===== src/rtl/rr_mux_pkg.sv =====
// Shared types for the round-robin / fixed-priority output selector.
package rr_mux_pkg;

    typedef enum logic {EMPTY = 1'b0, FULL = 1'b1} state_t;

    typedef enum logic {RR = 1'b0, FIXED = 1'b1} prio_mode_t;

endpackage


===== src/rtl/rr_arbiter.sv =====
// Grant selection for rr_mux_arb: rotating or lowest-index priority, owns the
// round-robin pointer.
module rr_arbiter
    import rr_mux_pkg::*;
#(
    parameter  int N_CH = 4,
    localparam int CH_W = $clog2(N_CH)
) (
    input  logic            clk,
    input  logic            rst,
    input  logic [N_CH-1:0] req,
    input  prio_mode_t      mode,
    input  logic            advance,
    output logic [N_CH-1:0] gnt,
    output logic [CH_W-1:0] gnt_idx
);

    logic [CH_W-1:0] r_ptr;
    logic            w_found;
    logic [CH_W-1:0] w_idx;
    int              w_k;

    // Pick the winner; round-robin scans ptr+1 .. ptr so the last winner goes last.
    always_comb begin
        w_found = 1'b0;
        w_idx   = '0;
        w_k     = 0;
        if (mode == FIXED) begin
            for (int i = 0; i < N_CH; i++) begin
                if (!w_found && req[i]) begin
                    w_found = 1'b1;
                    w_idx   = CH_W'(i);
                end
            end
        end else begin
            for (int off = 1; off <= N_CH; off++) begin
                w_k = int'(r_ptr) + off;
                if (w_k >= N_CH) w_k = w_k - N_CH;
                if (!w_found && req[w_k]) begin
                    w_found = 1'b1;
                    w_idx   = CH_W'(w_k);
                end
            end
        end
    end

    // One-hot grant, empty when nobody requests.
    always_comb begin
        gnt = '0;
        if (w_found) gnt[w_idx] = 1'b1;
        gnt_idx = w_idx;
    end

    // Pointer follows every accepted winner; reset value makes channel 0 win first.
    always_ff @(posedge clk) begin
        if (rst)          r_ptr <= CH_W'(N_CH - 1);
        else if (advance) r_ptr <= w_idx;
    end

endmodule


===== src/rtl/rr_mux_arb.sv =====
// N-channel valid/ready selector with a one-entry output register.
module rr_mux_arb
    import rr_mux_pkg::*;
#(
    parameter  int N_CH = 4,
    parameter  int W    = 8,
    localparam int CH_W = $clog2(N_CH)
) (
    input  logic              clk,
    input  logic              rst,
    input  logic              prio_mode,
    input  logic [N_CH-1:0]   in_valid,
    input  logic [N_CH*W-1:0] in_data,
    output logic [N_CH-1:0]   in_ready,
    output logic              out_valid,
    output logic [W-1:0]      out_data,
    output logic [CH_W-1:0]   out_ch,
    input  logic              out_ready
);

    state_t          r_state, w_state_nxt;
    logic [W-1:0]    r_data;
    logic [CH_W-1:0] r_ch;
    logic [N_CH-1:0] w_gnt;
    logic [CH_W-1:0] w_gnt_idx;
    logic            w_load_ok;
    logic            w_xfer;
    logic [W-1:0]    w_sel_data;

    rr_arbiter #(.N_CH(N_CH)) u_arb (
        .clk     (clk),
        .rst     (rst),
        .req     (in_valid),
        .mode    (prio_mode_t'(prio_mode)),
        .advance (w_xfer),
        .gnt     (w_gnt),
        .gnt_idx (w_gnt_idx)
    );

    // Grant only when the register can take a word; reset blocks any accept.
    always_comb begin
        w_load_ok = (r_state == EMPTY) || out_ready;
        in_ready  = (w_load_ok && !rst) ? w_gnt : '0;
        w_xfer    = |(in_valid & in_ready);
    end

    // Data mux driven by the one-hot grant.
    always_comb begin
        w_sel_data = '0;
        for (int i = 0; i < N_CH; i++) begin
            if (w_gnt[i]) w_sel_data = w_sel_data | in_data[i*W +: W];
        end
    end

    // Next state: refill wins over drain, so drain+refill stays FULL.
    always_comb begin
        w_state_nxt = r_state;
        if (w_xfer)         w_state_nxt = FULL;
        else if (out_ready) w_state_nxt = EMPTY;
    end

    // State register.
    always_ff @(posedge clk) begin
        if (rst) r_state <= EMPTY;
        else     r_state <= w_state_nxt;
    end

    // Output word and source index; held unless a new word is accepted.
    always_ff @(posedge clk) begin
        if (rst) begin
            r_data <= '0;
            r_ch   <= '0;
        end else if (w_xfer) begin
            r_data <= w_sel_data;
            r_ch   <= w_gnt_idx;
        end
    end

    assign out_valid = (r_state == FULL);
    assign out_data  = r_data;
    assign out_ch    = r_ch;

endmodule


===== config.mk =====
export PLATFORM = sky130hd
export DESIGN_NAME = rr_mux_arb
export DESIGN_NICKNAME = d
export VERILOG_FILES = /design/src/rtl/rr_mux_pkg.sv /design/src/rtl/rr_arbiter.sv /design/src/rtl/rr_mux_arb.sv
export SDC_FILE = /design/constraint.sdc
export NUM_CORES = 1
export LEC_CHECK = 0
export CAP_MARGIN = 20
export CORE_ASPECT_RATIO = 0.8
export CORE_MARGIN = 2
export CORE_UTILIZATION = 33
export CTS_CLUSTER_SIZE = 8
export DETAILED_ROUTE_END_ITERATION = 6
export GPL_ROUTABILITY_DRIVEN = 1
export GPL_TIMING_DRIVEN = 0
export PLACE_DENSITY_LB_ADDON = 0.25
export SETUP_SLACK_MARGIN = 0.4
export SLEW_MARGIN = 0
export SYNTH_ARGS = -nofsm -noshare
export SYNTH_HDL_FRONTEND = slang
export SYNTH_SLANG_ARGS = --single-unit

===== constraint.sdc =====
create_clock -name clk -period 1.5 [get_ports clk]
set_input_delay 0.3 -clock clk [delete_from_list [all_inputs] [get_ports clk]]
set_output_delay 0.3 -clock clk [all_outputs]
set_load 0.02 [all_outputs]

Yosys cells after proc, flatten, opt, wreduce, memory -nomap -nowiden
Cells that the tools add are included.
{ "word_totals": {"reg_bits": 13, "input_bits": 40, "output_inout_bits": 15, "wordCells": 98} }
{ "classes": {"add_sub_neg": 8, "magnitude_cmp": 10, "n_mux": 53, "bitwise_logic": 5, "reduce_logical": 18} }
{ "op_table": {"columns": ["operator", "n"], "rows": [
  ["two-way mux 32 bit", 8],
  [">= comparator 32 x 4 -> 1 bit, second input constant", 4],
  ["less-than comparator 32 x 4 -> 1 bit, second input constant", 4],
  ["subtractor 32 x 4 -> 32 bit, second input constant", 4],
  ["two-way mux 8 bit", 4],
  ["two-way mux 1 bit", 27],
  ["OR 8 bit", 3],
  ["two-way mux 2 bit", 7],
  ["binary-select mux 1 bit (select 2 bit)", 4],
  ["logical AND 1 bit", 8],
  ["two-way mux 4 bit", 2],
  ["zero test 1 bit", 7],
  ["adder 2 x 2 -> 3 bit, second input constant", 2],
  ["adder 2 x 3 -> 4 bit, second input constant", 1],
  ["bitwise AND 4 bit", 1],
  ["OR reduction 4 bit", 1],
  ["adder 2 x 1 -> 3 bit, second input constant", 1],
  ["less-than comparator 2 x 3 -> 1 bit, second input constant", 1],
  ["demux 1 bit (select 2 bit)", 1],
  [">= comparator 2 x 1 -> 1 bit, second input constant", 1],
  ["nonzero test 2 bit", 1],
  ["logical OR 1 bit", 1],
  ["NOT 1 bit", 1]
]} }

Depth between registers and ports, before layout
{ "logic_depth": {"depth_word": 33, "depth_mapped": 7, "mapped_depth_nobuf": 5} }

By module
A second synthesis with hierarchy kept.
{ "unflattened": {"hier_cells": 102, "hier_area_um2": 927.1} }
{ "by_module_without_submodules": {"columns": ["mod", "instances", "cells_each", "area_per_inst_um2"], "rows": [
  ["rr_mux_arb", 1, 64, 626.9],
  ["rr_arbiter", 1, 38, 300.3]
]} }

Least setup slack after synthesis
Ideal clock, no wire load.
{ "synth_timing": {"path_kind": "register to output", "from": "register u_arb.r_ptr[1]", "to": "output port in_ready[1]", "t_arrival_ps": 1392, "required_time_ps": 1200, "setup_slack_ps": -192, "stages_incl_launch_ff": 7, "path_cell_list": "dfxtp_1 mux2i_1 o221a_1 buf_6 nand2_4 buf_12 and3_2"} }
{ "synth_between": {"elab_chain_cells": 27, "elab_cells_between_ends": 58, "cone_classes": "add/sub: 8; order compare: 6; mux: 37; reduce/logical: 7"} }
{ "synth_lines": {"columns": ["item", "line", "rtl"], "rows": [
  ["start: declaration", "rr_arbiter.sv:18", "logic [CH_W-1:0] r_ptr;"],
  ["start signal: assignment", "rr_arbiter.sv:56", "if (rst) r_ptr <= CH_W'(N_CH - 1);"],
  ["start signal: assignment", "rr_arbiter.sv:57", "else if (advance) r_ptr <= w_idx;"],
  ["adder 2 x 1 -> 3 bit", "rr_arbiter.sv:37", "w_k = int'(r_ptr) + off;"],
  ["subtractor 32 x 4 -> 32 bit or >= comparator 32 x 4 -> 1 bit (tied branches)", "rr_arbiter.sv:38", "if (w_k >= N_CH) w_k = w_k - N_CH;"],
  ["two-way mux 32 bit", "rr_arbiter.sv:38", null],
  ["two-way mux 32 bit", "rr_arbiter.sv:28", "if (mode == FIXED) begin"],
  ["binary-select mux 1 bit (select 2 bit)", "rr_arbiter.sv:39", "if (!w_found && req[w_k]) begin"],
  ["two-way mux 1 bit (not written as such) (2 in series)", "rr_arbiter.sv:39", null],
  ["two-way mux 1 bit", "rr_arbiter.sv:39", null],
  ["two-way mux 1 bit", "rr_arbiter.sv:28", null],
  ["[10 not listed]", null, null],
  ["two-way mux 2 bit", "rr_arbiter.sv:39", null],
  ["two-way mux 2 bit", "rr_arbiter.sv:28", null],
  ["less-than comparator 2 x 3 -> 1 bit (not written as such) or >= comparator 2 x 1 -> 1 bit (tied branches)", "rr_arbiter.sv:50", "if (w_found) gnt[w_idx] = 1'b1;"],
  ["logical AND 1 bit (not written as such)", "rr_arbiter.sv:50", null],
  ["two-way mux 1 bit (not written as such)", "rr_arbiter.sv:50", null],
  ["demux 1 bit (select 2 bit)", null, null],
  ["two-way mux 4 bit (*)", "rr_arbiter.sv:50", null],
  ["two-way mux 4 bit (*)", "rr_mux_arb.sv:43", "in_ready = (w_load_ok && !rst) ? w_gnt : '0;"],
  ["end: declaration", "rr_mux_arb.sv:14", "output logic [N_CH-1:0] in_ready,"]
]} }
Mark *: on every way between the ends. The rest lies on a longest branch, timed or not. The select of a mux whose other input is x is not followed.

Final worst setup path
{ "layout_timing": {"from": "register u_arb.r_ptr[0]", "to": "output port in_ready[1]"} }
Same word-level chain as after synthesis.

==> impl_metrics.ini <==
[worst_setup_path]
cp_common_cell = buf_6
worstPathBufferInverterCount = 3
critPathKind = flip-flop to output port
path_cells = or2_4 > o221a_1 > buf_6 > nand2_4 > buf_12 > and3_4 > buf_6
cp_max_fo = 4
critPathLaunchType = flip-flop
arrival_ns = 1.70
cp_slowest_stage_delay_ns = 0.34
worst_ep_required_time_ns = 1.20
critPathTopFamily = simple AND/OR/NAND/NOR gates
cpMaxStageDelayCell = dfxtp_2
end_kind = output port

[die]
die_w_um = 62.0
coreArea_um2 = 2500
start_util_pct = 35.5
die_h_um = 50.4
io_pins = 55
rows = 16
die_area_um2 = 3120

[logic_synthesis]
synth.avg_cell_area_um2 = 8.45
syn_nets = 145
yosysSeqAreaShare_pct = 29.3
ys_seq_elements = 13
synth_edf_count = 0
async_flop_share_pct = 0
yosys_warnings = 0
syn_inst = 105
ys_types = 33
synth_ff_type = dfxtp_1
syn_area_um2 = 887

[clocking]
cts_buffer_depth = 2
cts-htree-levels = 1
clockRootBuffer = clkbuf_4
cts_buffers = 3
clk_pin_slew_ns = 0.09
clkSinkCount = 13
cts_hold_buf = 0
cts_tree = yes
clk_latency_ns = 0.28

[sta]
fmax_mhz = 501
final_max_slew_viol_count = 0
skew_ns = 0.00299
worst-slew-pin-transition_ns = 0.473
worst_slack_ns = -0.497
rsz0062_at_grt = yes
setup_viol = 14
fin_crit_ns = 2.00
relSlewSlack_pct = 68.5
hold_viol = 0
fin_crit_sh_pct = 133

[power]
powerDensity_nw_per_um2 = 697
p_leak_nw = 0.755
ir_worst_vdd_mv = 0.404

[grt]
antenna_found_initial = 0
grt_pass1_wl_um = 4860
grt-ovfl-total = 0
grt_pass1_vias = 1054
grt_max_degree = 10
grt_usage_pct = 21.3

[cells_and_area]
areaGrowthSynthToFinish_pct = 98.4
n_antenna_cell = 0
drive_gt1_share_pct = 45.9
nets = 222
fin_util_pct = 70.4

[min_path]
min_path_type = primary input to flip-flop

[status]
violations = negative setup slack
status = finished, violations left

[routing]
wl_um = 3320
vias = 1159
drc = 0
vias_per_cell = 5.34
postRouteAntennaNets = 0
wl_per_cell_um = 15.3
first_iter_violations = 50
drt-pass1-iter-count = 4

[placement]
routabilityCongestion = 0.772
post-place-ws_ns = -1.35
io_buffers = 54
dpl.hpwl_um = 2150

[run]
maxCapViolCount = 0
[state kept, by name, indices dropped and copies added (netlist names)]
| name | count |
|---|---|
| out_data | 8 |
| out_valid | 1 |
| out_ch | 2 |
| u_arb.r_ptr | 2 |
[cells by family after synthesis]
kind of cell    synth area share, %
flops                          29.3
mux                            10.2
buf+inv                        5.22
compound gates                 30.7
simple gates                   24.5
[area by class of cell]
| class | instances | area (µm²) |
|---|---|---|
| Buffer | 4 | 52.6 |
| Clock buffer | 3 | 22.5 |
| Clock inverter | 1 | 5.00 |
| Fill cell | 187 | 742 |
| Inverter | 2 | 7.51 |
| Multi-Input combinational cell | 86 | 659 |
| Sequential cell | 13 | 282 |
| Tap cell | 36 | 45.0 |
| Timing Repair Buffer | 72 | 687 |
[routing by layer]
metal / up-vias / part of all wire, % / GRT usage, %
li1: 546 / - / -
met1: 550 / 40 / 27.1
met2: 59 / 50 / 34.2
met3: 4 / 8.2 / 5.93
met4: 0 / 1.2 / 6.38
met5: - / 0 / 0
[synthesized netlist by cell type, drive strengths merged (2+ instances only)]
cell type	count	area share, %
nor2	7	3.0
inv	2	0.85
clkbuf	2	0.85
a21bo	8	9.0
or2	2	1.4
mux2i	9	10
o211ai	8	6.8
buf	2	3.5
o21ai	10	5.6
nand3	9	5.1
nand2	11	5.5
a21oi	4	2.3
dfxtp	13	29
and3	2	1.6
[per-stage QoR]
stage | cells | setup TNS, ns | power [W] | instance area, µm² | hold slack, ns
CTS | 213 | -3.70 | 0.00117 | 1670 | 0.460
global route | 217 | -5.67 | 0.00130 | 1760 | 0.484
global placement | 195 | -12.73 | 0.000879 | 1510 | 0.459
finish | 217 | -4.51 | 0.00123 | 1760 | 0.475
floorplan | 105 | -0.521 | 0.000659 | 926 | 0.360
detailed placement | 195 | -12.83 | 0.000887 | 1510 | 0.471
[placed cells by master, fill, tap and decap left out, types with 4 or more instances in the layout]
master            n
dlygate4sd2_1     5
clkdlybuf4s50_1  32
o21ai_0           8
clkbuf_4          4
nor2_1            4
buf_6            13
dfxtp_2          11
mux2i_1           8
a21bo_2           8
buf_4            20
nand3_1           9
o211ai_1          8
nand2_1          10
[final timing paths]
kind	slack [ns]	depth (start not counted)	end	startpoint
worst max register to register	-0.39	10	out_data[6]	u_arb.r_ptr[1]
worst min-delay path	0.47	2	out_valid	rst
worst min register to register	0.47	2	out_data[7]	out_data[7]
worst max-delay path	-0.50	7	in_ready[1]	u_arb.r_ptr[0]
[power breakdown]
group          total (W)  internal, W  switching, W
Clock           0.000228    0.0000989      0.000129
Sequential      0.000424     0.000392     0.0000318
Combinational   0.000576     0.000331      0.000244
Total            0.00123     0.000822      0.000405
[what timing repair did]
action,in CTS,in global routing
pin swaps,10,6
setup endpoints to repair,27,27
resized for setup,106,23
buffers inserted,14,4
Power figures use the tool's default switching activity.
